File: config.mk
export PLATFORM = sky130hd
export DESIGN_NAME = fb_port_arbiter_flat
export DESIGN_NICKNAME = d
export VERILOG_FILES = /design/src/rtl/fb_port_if.sv /design/src/rtl/fb_port_arbiter.sv /design/src/flat_wrapper.sv
export SDC_FILE = /design/constraint.sdc
export NUM_CORES = 1
export LEC_CHECK = 0
export CAP_MARGIN = 20
export CORE_MARGIN = 4
export CORE_UTILIZATION = 62
export CTS_CLUSTER_DIAMETER = 30
export DETAILED_ROUTE_END_ITERATION = 10
export PLACE_DENSITY = 0.93
export REMOVE_ABC_BUFFERS = 1
export SYNTH_ARGS = -nofsm -noshare
export SYNTH_HDL_FRONTEND = slang
export SYNTH_SLANG_ARGS = --single-unit
File: constraint.sdc
create_clock -name clk -period 5.95 [get_ports clk]
set_clock_uncertainty 0.2 [all_clocks]
set_input_delay 1.19 -clock clk [delete_from_list [all_inputs] [get_ports clk]]
set_output_delay 1.19 -clock clk [all_outputs]
set_load 0.005 [all_outputs]
File: src/rtl/fb_port_if.sv
// fb_port_if: frame-buffer arbiter bus bundle covering the VGA read port,
// the camera write port and the single BRAM port.
interface fb_port_if #(
    parameter int ADDR_W = 17,
    parameter int DATA_W = 12
);
    logic              vga_re;
    logic [ADDR_W-1:0] vga_addr;
    logic [DATA_W-1:0] vga_rdata;
    logic              vga_rvalid;
    logic              cam_we;
    logic [ADDR_W-1:0] cam_addr;
    logic [DATA_W-1:0] cam_wdata;
    logic              cam_full;
    logic              cam_ovf;
    logic              ovf_clr;
    logic              mem_en;
    logic              mem_we;
    logic [ADDR_W-1:0] mem_addr;
    logic [DATA_W-1:0] mem_wdata;
    logic [DATA_W-1:0] mem_rdata;

    modport master (
        output vga_re, vga_addr, cam_we, cam_addr, cam_wdata, ovf_clr, mem_rdata,
        input  vga_rdata, vga_rvalid, cam_full, cam_ovf, mem_en, mem_we, mem_addr, mem_wdata
    );

    modport slave (
        input  vga_re, vga_addr, cam_we, cam_addr, cam_wdata, ovf_clr, mem_rdata,
        output vga_rdata, vga_rvalid, cam_full, cam_ovf, mem_en, mem_we, mem_addr, mem_wdata
    );
endinterface

File: src/rtl/fb_port_arbiter.sv
// fb_port_arbiter: single-port frame-buffer sharing; VGA reads win, camera
// writes queue in a FIFO and drain on cycles the reader leaves free.
module fb_port_arbiter #(
    parameter int ADDR_W     = 17,
    parameter int DATA_W     = 12,
    parameter int FIFO_DEPTH = 8
) (
    input  logic     clk,
    input  logic     rst_n,
    fb_port_if.slave bus
);
    localparam int PW = $clog2(FIFO_DEPTH);
    localparam logic [PW:0] FULL = (PW+1)'(FIFO_DEPTH);

    logic [ADDR_W-1:0] fifo_addr [FIFO_DEPTH];
    logic [DATA_W-1:0] fifo_data [FIFO_DEPTH];
    logic [PW-1:0]     wr_ptr, rd_ptr;
    logic [PW:0]       count, count_next;
    logic [ADDR_W-1:0] last_addr;
    logic              last_valid;
    logic [DATA_W-1:0] hold;
    logic              v1, h1, v2, h2;
    logic              empty, full, hit, rd_miss, drain, push;

    // A pending write to the requested address forces a real RAM read
    always_comb begin
        empty      = count == '0;
        full       = count == FULL;
        hit        = last_valid && bus.vga_addr == last_addr &&
                     !(!empty && fifo_addr[rd_ptr] == bus.vga_addr);
        rd_miss    = bus.vga_re && !hit;
        drain      = !rd_miss && !empty;
        push       = bus.cam_we && !full;
        count_next = count + (PW+1)'(push) - (PW+1)'(drain);
    end

    always_ff @(posedge clk)
        if (push) begin
            fifo_addr[wr_ptr] <= bus.cam_addr;
            fifo_data[wr_ptr] <= bus.cam_wdata;
        end

    always_ff @(posedge clk or negedge rst_n)
        if (!rst_n) begin
            wr_ptr        <= '0;
            rd_ptr        <= '0;
            count         <= '0;
            last_addr     <= '0;
            last_valid    <= 1'b0;
            hold          <= '0;
            v1            <= 1'b0;
            h1            <= 1'b0;
            v2            <= 1'b0;
            h2            <= 1'b0;
            bus.cam_full  <= 1'b0;
            bus.cam_ovf   <= 1'b0;
            bus.mem_en    <= 1'b0;
            bus.mem_we    <= 1'b0;
            bus.mem_addr  <= '0;
            bus.mem_wdata <= '0;
        end else begin
            wr_ptr       <= wr_ptr + PW'(push);
            rd_ptr       <= rd_ptr + PW'(drain);
            count        <= count_next;
            bus.cam_full <= count_next == FULL;
            bus.cam_ovf  <= (bus.cam_we && full) || (bus.cam_ovf && !bus.ovf_clr);
            bus.mem_en   <= rd_miss || drain;
            bus.mem_we   <= drain;
            if (rd_miss || drain)
                bus.mem_addr <= rd_miss ? bus.vga_addr : fifo_addr[rd_ptr];
            if (drain)
                bus.mem_wdata <= fifo_data[rd_ptr];
            if (rd_miss) begin
                last_addr  <= bus.vga_addr;
                last_valid <= 1'b1;
            end else if (drain && fifo_addr[rd_ptr] == last_addr)
                last_valid <= 1'b0;
            v1 <= bus.vga_re;
            h1 <= hit;
            v2 <= v1;
            h2 <= h1;
            if (v2 && !h2)
                hold <= bus.mem_rdata;
        end

    // Miss data comes straight from the RAM in its return cycle
    assign bus.vga_rvalid = v2;
    assign bus.vga_rdata  = v2 ? (h2 ? hold : bus.mem_rdata) : '0;
endmodule

File: src/flat_wrapper.sv
// flat-port wrapper written by rule: the top's interface ports become plain ports
module fb_port_arbiter_flat 
#(
    parameter int ADDR_W     = 17,
    parameter int DATA_W     = 12,
    parameter int FIFO_DEPTH = 8
)
  (clk, rst_n, bus_vga_re, bus_vga_addr, bus_cam_we, bus_cam_addr, bus_cam_wdata, bus_ovf_clr, bus_mem_rdata, bus_vga_rdata, bus_vga_rvalid, bus_cam_full, bus_cam_ovf, bus_mem_en, bus_mem_we, bus_mem_addr, bus_mem_wdata);
  fb_port_if #(.ADDR_W(ADDR_W), .DATA_W(DATA_W)) bus_i ();
  input  logic clk;
  input  logic rst_n;
  input wire logic [$bits(bus_i.vga_re)-1:0] bus_vga_re;
  input wire logic [$bits(bus_i.vga_addr)-1:0] bus_vga_addr;
  input wire logic [$bits(bus_i.cam_we)-1:0] bus_cam_we;
  input wire logic [$bits(bus_i.cam_addr)-1:0] bus_cam_addr;
  input wire logic [$bits(bus_i.cam_wdata)-1:0] bus_cam_wdata;
  input wire logic [$bits(bus_i.ovf_clr)-1:0] bus_ovf_clr;
  input wire logic [$bits(bus_i.mem_rdata)-1:0] bus_mem_rdata;
  output wire logic [$bits(bus_i.vga_rdata)-1:0] bus_vga_rdata;
  output wire logic [$bits(bus_i.vga_rvalid)-1:0] bus_vga_rvalid;
  output wire logic [$bits(bus_i.cam_full)-1:0] bus_cam_full;
  output wire logic [$bits(bus_i.cam_ovf)-1:0] bus_cam_ovf;
  output wire logic [$bits(bus_i.mem_en)-1:0] bus_mem_en;
  output wire logic [$bits(bus_i.mem_we)-1:0] bus_mem_we;
  output wire logic [$bits(bus_i.mem_addr)-1:0] bus_mem_addr;
  output wire logic [$bits(bus_i.mem_wdata)-1:0] bus_mem_wdata;
  assign bus_i.vga_re = bus_vga_re;
  assign bus_i.vga_addr = bus_vga_addr;
  assign bus_i.cam_we = bus_cam_we;
  assign bus_i.cam_addr = bus_cam_addr;
  assign bus_i.cam_wdata = bus_cam_wdata;
  assign bus_i.ovf_clr = bus_ovf_clr;
  assign bus_i.mem_rdata = bus_mem_rdata;
  assign bus_vga_rdata = bus_i.vga_rdata;
  assign bus_vga_rvalid = bus_i.vga_rvalid;
  assign bus_cam_full = bus_i.cam_full;
  assign bus_cam_ovf = bus_i.cam_ovf;
  assign bus_mem_en = bus_i.mem_en;
  assign bus_mem_we = bus_i.mem_we;
  assign bus_mem_addr = bus_i.mem_addr;
  assign bus_mem_wdata = bus_i.mem_wdata;
  fb_port_arbiter #(.ADDR_W(ADDR_W), .DATA_W(DATA_W), .FIFO_DEPTH(FIFO_DEPTH)) u_core (.clk(clk), .rst_n(rst_n), .bus(bus_i));
endmodule
### Yosys cells after proc, flatten, opt, wreduce, memory -nomap -nowiden

Memory sizes are Yosys's and may differ from the RTL's. A register that Yosys moved wholly into a read port is not among the register bits.
Cells that the tools add are included.
Widths: inputs -> output; s select.

* $add $sub $neg: 4
* $mul: 0
* divide/modulo/power cells: 0
* magnitude comparators: 0
* equality and inequality tests: 5
* shift operators: 0
* muxes and demuxes: 7
* bitwise logic cells: 0
* reduce and logical (&&, ||, !) cells: 22

Operators by type and width (number)
* $eq 17x17->1: 3
* $mux 12: 2
* $mux 17: 1
* $logic_and 1x1->1: 10
* $eq 4x4->1 const B: 2
* $logic_not 1->1: 8
* $add 3x1->3: 2
* $add 4x1->4: 1
* $logic_not 4->1: 1
* $mux 1: 4
* $sub 4x1->4: 1
* $logic_or 1x1->1: 2
* $reduce_bool 2->1: 1

* flip-flop bits (word level): 65
* latch bits: 0
* bits in writable memories: 232
* ROM bits: 0
* input bits: 63
* output and inout port bits: 46
* word-level logic and storage cells: 55
* memories kept: 2

Memories
* u_core.fifo_addr: words 8, bits a word 17, read ports 1, clocked after Yosys merged registers in 0, write ports 1, line fb_port_arbiter.sv:15 `logic [ADDR_W-1:0] fifo_addr [FIFO_DEPTH];`
* u_core.fifo_data: words 8, bits a word 12, read ports 1, clocked after Yosys merged registers in 1, write ports 1, line fb_port_arbiter.sv:16 `logic [DATA_W-1:0] fifo_data [FIFO_DEPTH];`

### Depth between registers and ports, before layout

Gate-level depths: netlist of run 1.

* word-level depth: 12
* depth in mapped cells: 16
* gate-level depth less buffers: 12

### Least setup slack after synthesis of run 1

No wires, ideal clock.

* path kind: input to register
* from: in bus_cam_we
* to: mem u_core.fifo_addr[0][0], enable pin
* library setup time: 0.451 ns
* arrival: 3.699 ns
* required time: 5.299 ns
* setup slack: 1.600 ns
* stages on the path: 3
* buffers on the path: 0
* cells stage by stage: a21boi_0 -> nand2b_1 -> nor3_1

* longest elaborated chain between the ends: 3

Ends and longest elaborated chain
* start: declaration: line flat_wrapper.sv:14 `input wire logic [$bits(bus_i.cam_we)-1:0] bus_cam_we;`
* $logic_and 1x1->1: line fb_port_arbiter.sv:33 `push = bus.cam_we && !full;`
* $mux 1: line fb_port_arbiter.sv:38 `if (push) begin`
* $mux 1 (not written as such): line fb_port_arbiter.sv:39 `fifo_addr[wr_ptr] <= bus.cam_addr;`
* end: declaration: line fb_port_arbiter.sv:15

Every way passes these cells.

### Worst setup path in the final report of run 1

* from: reg u_core.rd_ptr[0]
* to: reg u_core.bus.cam_full

* longest elaborated chain between the ends: 11

Ends and longest elaborated chain
* start: declaration: line fb_port_arbiter.sv:17 `logic [PW-1:0] wr_ptr, rd_ptr;`
* start signal: assignment: line fb_port_arbiter.sv:63 `rd_ptr <= rd_ptr + PW'(drain);`
* $mem_v2 8x17
* $eq 17x17->1: line fb_port_arbiter.sv:30 `!(!empty && fifo_addr[rd_ptr] == bus.vga_addr);`
* $logic_and 1x1->1: line fb_port_arbiter.sv:30
* $logic_not 1->1: line fb_port_arbiter.sv:30
* $logic_and 1x1->1: line fb_port_arbiter.sv:29 `hit = last_valid && bus.vga_addr == last_addr &&`
* $logic_not 1->1: line fb_port_arbiter.sv:31 `rd_miss = bus.vga_re && !hit;`
* $logic_and 1x1->1: line fb_port_arbiter.sv:31
* $logic_not 1->1: line fb_port_arbiter.sv:32 `drain = !rd_miss && !empty;`
* $logic_and 1x1->1: line fb_port_arbiter.sv:32
* $sub 4x1->4: line fb_port_arbiter.sv:34 `count_next = count + (PW+1)'(push) - (PW+1)'(drain);`
* net u_core.count_next[3]: line fb_port_arbiter.sv:18 `logic [PW:0] count, count_next;`
* $eq 4x4->1: line fb_port_arbiter.sv:65 `bus.cam_full <= count_next == FULL;`
* end signal: assignment: line fb_port_arbiter.sv:55 `bus.cam_full <= 1'b0;`
* end signal: assignment: line fb_port_arbiter.sv:65
* end: declaration: line fb_port_if.sv:30 `output vga_rdata, vga_rvalid, cam_full, cam_ovf, mem_en, mem_we, mem_addr, mem_wdata`

The timed path passes the listed nets, and every way through them passes these cells.
A chain may end at the register's enable or synchronous reset.

==> qor.txt, run 1 <==
First-pass GRT wire length: 44300 um
Synth area leaders: edfxtp_1 55%, dfrtp_1 15%, mux4_2 9.5%, xnor2_1 3.0%, mux2_1 2.9%
Yosys reg bits: 309
DR iter-0 viols: 439
Vias per cell: 6.00
DRC violations left: 0
Minimum clock period: 5010 ps
Sequential-to-total area share from yosys stat: 0.698
Avg Cell Area, Syn: 18.7 um^2
Area Growth Syn to Fin: 24.6%
Die area: 0.0229 mm^2
Port Buffer Count: 108
Clock Sinks: 309
GRT Total Usage: 0.265
Ant diodes: 0
Initial Util: 0.630
Worst-path cell chain: mux4_2 -> mux2i_1 -> xnor2_1 -> nor4_1 -> and3_1 -> a311o_1 -> buf_4 -> or2_1 -> ha_1 -> a21o_1 -> a21oi_1 -> xor2_1 -> nor4b_1
Yosys warnings: 0
Worst slack, placed: 985 ps
RSZ-0062 raised after global routing: false
Maximum clock frequency: 0.200 GHz
Max_cap viols: 0
CP bufs+invs: 1
Leading area contributor after synthesis: edfxtp_1
Clock slew at reported path FFs: 50 ps
CP top delay family: simple AND/OR/NAND/NOR gates
Final Setup Violations: 0
Row cnt: 52
DP Wirelength: 16600 um
CTS Root Buffer Type: clkbuf_16
ANT nets after route: 0
Slew headroom: 0.516
# nets final: 900
Hold WS: 147 ps
Horiz. Die Dim: 151 um
Post-synth EDFFs: 232
Vias in the first global route: 7551
Total number of vias: 6840
Total power: 8.18 mW
CTS resizes: 0
Setup TNS: 0 ps
Core area: 0.0202 mm^2
Most used flip-flop cell after synthesis: edfxtp_1
Worst-path fanout max: 36
Placed Cells: 1046
FFs w/ async S/R, synth: 0.249
CTS buffer count: 50
Req. time, crit path: 6160 ps
Final WL: 28900 um
GP Congestion: 0.857
Grt ovf: 0
Critical-path top delay cell: dfrtp_4
Pre-antenna DRT Iters: 5
Synth top cells by count: 232 x edfxtp_1, 77 x dfrtp_1, 54 x mux4_2, 43 x xnor2_1, 33 x mux2_1
CP arrival: 5220 ps
H-tree Lvls: 2
Clock Latency Late Sink: 550 ps
Slew at the pin closest to its max-slew limit: 726 ps
Outcome: finished clean
Final Hold Fails: 0
Post-CTS Hold Fix Bufs: 0
Initial antenna violation count: 0
Pin count of the biggest net entering global routing: 51
Crit. End Element: register
LEAKAGE: 5.59 nW
Fraction of layout cells with a size suffix above 1: 0.259
# IOs: 109
CTS tree: yes
Mapped cell area: 0.0127 mm^2
Type of origin of the critical path: register
Final period utilization: 0.841
PD cells: 515 mW/mm^2
Max Slew Vio Count: 0
Synth cell types: 44
DIE HEIGHT: 151 um
Final cell count without fillers: 1140
Maximum vdd drop: 0.390 mV
Max Buffers Root-to-Sink: 3
Drt wl/cell: 25.4 um
CP Class: register to register
FILL cells: 1031
HP Class: register to register
Synth top area share: 0.547
Final worst setup slack: 944 ps
Critical Path Max Stage Delay: 860 ps
Cells after Synth: 681
Most instantiated library cell after synthesis: edfxtp_1
Post-CTS Setup Repair Bufs: 0
==> through the flow <==
step           cell area (um^2)   util
2_1_floorplan             12600      -
3_3_place_gp              14200  0.700
3_5_place_dp              14200  0.700
4_1_cts                   15900  0.785
5_1_grt                   15900  0.785
6_report                  15900  0.785
==> registers in the layout (all words and copies together), names as in the netlist, 3 cells and up <==
register,count
u_core.rd_ptr,3
u_core.wr_ptr,3
u_core.count,4
u_core.fifo_data,96
u_core.fifo_addr,136
u_core.hold,12
u_core.bus.mem_wdata,12
u_core.last_addr,17
u_core.bus.mem_addr,17
==> area by class of cell <==
cell class	count	area [um^2]	area share
clock inverters	42	452	0.0284
clock buffers	52	1260	0.0793
inverters	7	26.3	0.00165
repair buffers	127	1230	0.0777
well taps	270	338	0.0213
flip-flops and latches	309	8900	0.560
multi-input cells	333	3670	0.231
==> power by group <==
group          internal [mW]  switching, mW
registers               2.75          0.331
logic                   1.14           1.06
clock network           1.80           1.09
total                   5.70           2.48
==> worst register-to-register path, delay by kind of cell, from the launching register on <==
family,cells,cell delay (ps)
AO/OA/AOI/OAI,3,560
XOR/XNOR,2,340
adder cells (fa/ha/maj),1,260
buffers and inverters,1,300
flip-flops,1,860
multiplexers,2,1100
AND/OR/NAND/NOR,4,1270
==> cells by family (layout without fill, tap and decap cells) <==
kind of cell | count (synthesis) | after routing | synth area share
AOI/OAI and AO/OA | 31 | 31 | 0.0145
buffers and inverters | 39 | 228 | 0.0171
muxes | 160 | 160 | 0.192
adders and majority gates | 9 | 9 | 0.00943
xor gates and xnor gates | 55 | 55 | 0.0378
and+or+nand+nor | 78 | 78 | 0.0315
DFF | 309 | 309 | 0.698
==> per-layer routing <==
layer | up-vias | share of wire | track usage
li1 | 2964 | - | -
met1 | 3505 | 0.37 | 0.326
met2 | 307 | 0.53 | 0.458
met3 | 64 | 0.073 | 0.0572
met4 | 0 | 0.033 | 0.107
met5 | - | 0 | 0
==> cells in the final DEF (no fill, tap or decap), types with 7 or more instances in the layout <==
cell,netlist,layout
xor2_1,12,12
mux2_1,33,33
mux2_4,14,14
mux4_2,54,54
mux2i_1,27,27
inv_6,0,14
mux2_2,29,29
clkinvlp_4,0,7
nand2_1,23,23
dfrtp_1,77,74
xnor2_1,43,43
nor2b_1,12,12
edfxtp_1,232,232
buf_4,4,19
o21ai_0,17,17
clkdlybuf4s50_1,0,107
clkbuf_16,0,50
ha_1,8,8
==> path summary, 6_finish.rpt <==
check | startpoint | endpoint | slack (ps) | depth (start not counted)
max | u_core.rd_ptr[0] | u_core.bus.cam_full | 940 | 13
min | u_core.v1 | u_core.bus.vga_rvalid | 150 | 0
max reg2reg | u_core.rd_ptr[0] | u_core.bus.cam_full | 940 | 13
min reg2reg | u_core.v1 | u_core.bus.vga_rvalid | 150 | 0
max in group asynchronous | rst_n | u_core.rd_ptr[0] | 4120 | 2
min in group asynchronous | rst_n | u_core.bus.mem_addr[15] | 490 | 1
(Power assumes the default switching activity.)
==> run 2, diff against run 1 <==
- CORE_UTILIZATION: 62 -> 58
- PLACE_DENSITY: 0.93 -> 0.88
- clock period: 5.95 -> 5 ns (I/O delays scaled with it)
==> qor.txt, run 2 (synthesis results as in run 1) <==
Outcome: finished clean
Setup crit end: u_core.bus.cam_full
DP Wirelength: 16100 um
GRT Total Usage: 0.231
GP Congestion: 0.850
ANT nets after route: 0
Final Hold Fails: 0
Max Slew Vio Count: 0
CTS Root Buffer Type: clkbuf_16
Vias per cell: 5.94
Clock slew at reported path FFs: 60 ps
Crit. End Element: register
Critical Path Max Stage Delay: 830 ps
LEAKAGE: 5.58 nW
Most frequent cells in the layout: 232 x edfxtp_1, 107 x clkdlybuf4s50_1, 74 x dfrtp_1, 54 x mux4_2, 47 x clkbuf_16
CTS tree: yes
Max_cap viols: 0
Placed Cells: 1052
Total number of vias: 6760
Final cell count without fillers: 1139
Worst-path fanout max: 28
Critical-path top delay cell: dfrtp_4
Setup TNS: 0 ps
Placed inst area: 0.0142 mm^2
PD cells: 607 mW/mm^2
H-tree Lvls: 2
Max Buffers Root-to-Sink: 3
DR iter-0 viols: 434
CTS buffer count: 47
Final instance area: 0.0159 mm^2
Most common cell after layout, fill and taps aside: edfxtp_1
Total power: 9.62 mW
Worst r2r src: u_core.rd_ptr[0]
Port Buffer Count: 108
Worst-path cell chain: mux4_2 -> mux2i_1 -> xnor2_1 -> nor3_1 -> and4_1 -> a311o_1 -> or2_1 -> ha_1 -> a21o_1 -> a21oi_1 -> xor2_1 -> nor4b_1
Core area: 0.0213 mm^2
Flop2flop setup slack: 500 ps
Maximum vdd drop: 0.421 mV
CP arrival: 4710 ps
Req. time, crit path: 5210 ps
Initial Util: 0.599
Clock Sinks: 309
Horiz. Die Dim: 156 um
# IOs: 109
CTS resizes: 0
Post-CTS Setup Repair Bufs: 0
# nets final: 898
Grt ovf: 0
Initial antenna violation count: 1
Post-CTS Hold Fix Bufs: 0
Die area: 0.0244 mm^2
Area Growth Syn to Fin: 24.5%
Row cnt: 53
Ant diodes: 0
Slew headroom: 0.515
CP Class: register to register
Maximum clock frequency: 0.222 GHz
Pre-antenna DRT Iters: 5
Final WL: 27200 um
Slew at the pin closest to its max-slew limit: 721 ps
Max reg flops: 136
Final period utilization: 0.900
DRC violations left: 0
First-pass GRT wire length: 42800 um
Fraction of layout cells with a size suffix above 1: 0.256
DIE HEIGHT: 156 um
Minimum clock period: 4500 ps
Pin count of the biggest net entering global routing: 48
Drt wl/cell: 23.9 um
HP Class: register to register
Top reg by flops: u_core.fifo_addr
Vias in the first global route: 7427
Type of origin of the critical path: register
RSZ-0062 raised after global routing: false
Final Setup Violations: 0
Biggest regs: u_core.fifo_addr x136, u_core.fifo_data x96
FF-to-FF path depth: 12
Clock Latency Late Sink: 540 ps
Critical R2R Capture: u_core.bus.cam_full
Crit. Startpoint: u_core.rd_ptr[0]
-- run 2: cell types whose count changed in the layout (fill, tap and decap cells not counted), moves of 2 or more --
cell / before / now
clkbuf_16: 50 / 47
inv_8: 3 / 6
clkinv_4: 5 / 3
clkinvlp_4: 7 / 5
clkinv_2: 5 / 1
-- run 2: layout make-up --
cell class | count | area, um^2
fill | 1199 | 5420
clock inverter | 38 | 475
multi-input combinational | 333 | 3670
timing repair buffer | 128 | 1250
clock buffer | 49 | 1190
tap | 275 | 344
inverter | 7 | 26.3
sequential | 309 | 8900
-- run 2: power breakdown --
group / internal, mW / switching [mW] / total (mW)
clock: 2.12 / 1.27 / 3.38
sequential: 3.27 / 0.307 / 3.58
combinational: 1.39 / 1.28 / 2.66
-- run 2: through the flow --
| step | utilization | hold WS [ps] | worst slack (ps) |
|---|---|---|---|
| 2_1_floorplan | - | 131 | -2780 |
| 3_3_place_gp | 0.667 | 136 | 532 |
| 3_5_place_dp | 0.667 | 136 | 336 |
| 4_1_cts | 0.745 | 148 | 443 |
| 5_1_grt | 0.745 | 151 | 209 |
| 6_report | 0.745 | 146 | 498 |
-- run 2: critical path: cells and delay by family (launching register included) --
family,cells,cell delay [ps]
AO/OA/AOI/OAI,3,740
XOR/XNOR,2,400
multiplexers,2,1060
AND/OR/NAND/NOR,4,820
adder cells (fa/ha/maj),1,290
flip-flops,1,830
-- run 2: worst min path at each step --
stage | startpoint | to | slack, ps | depth (start not counted)
finish | u_core.v1 | u_core.bus.vga_rvalid | 150 | 0
detailed placement | u_core.v1 | u_core.bus.vga_rvalid | 140 | 0
floorplan | u_core.v1 | u_core.bus.vga_rvalid | 130 | 0
global route | u_core.v1 | u_core.bus.vga_rvalid | 150 | 0
CTS | u_core.v1 | u_core.bus.vga_rvalid | 150 | 0
global placement | u_core.h1 | u_core.h2 | 140 | 0
-- run 2: layer usage --
metal | GRT usage | wire length (um)
met3 | 0.0509 | 1970
met1 | 0.299 | 10600
met5 | 0 | 13
met4 | 0.0798 | 638
met2 | 0.394 | 13900
==> run 3, diff against run 2 <==
- CAP_MARGIN: 20 -> 25
==> results of run 3 <==
Final layout, timing and power as in run 2 (identical DEF).
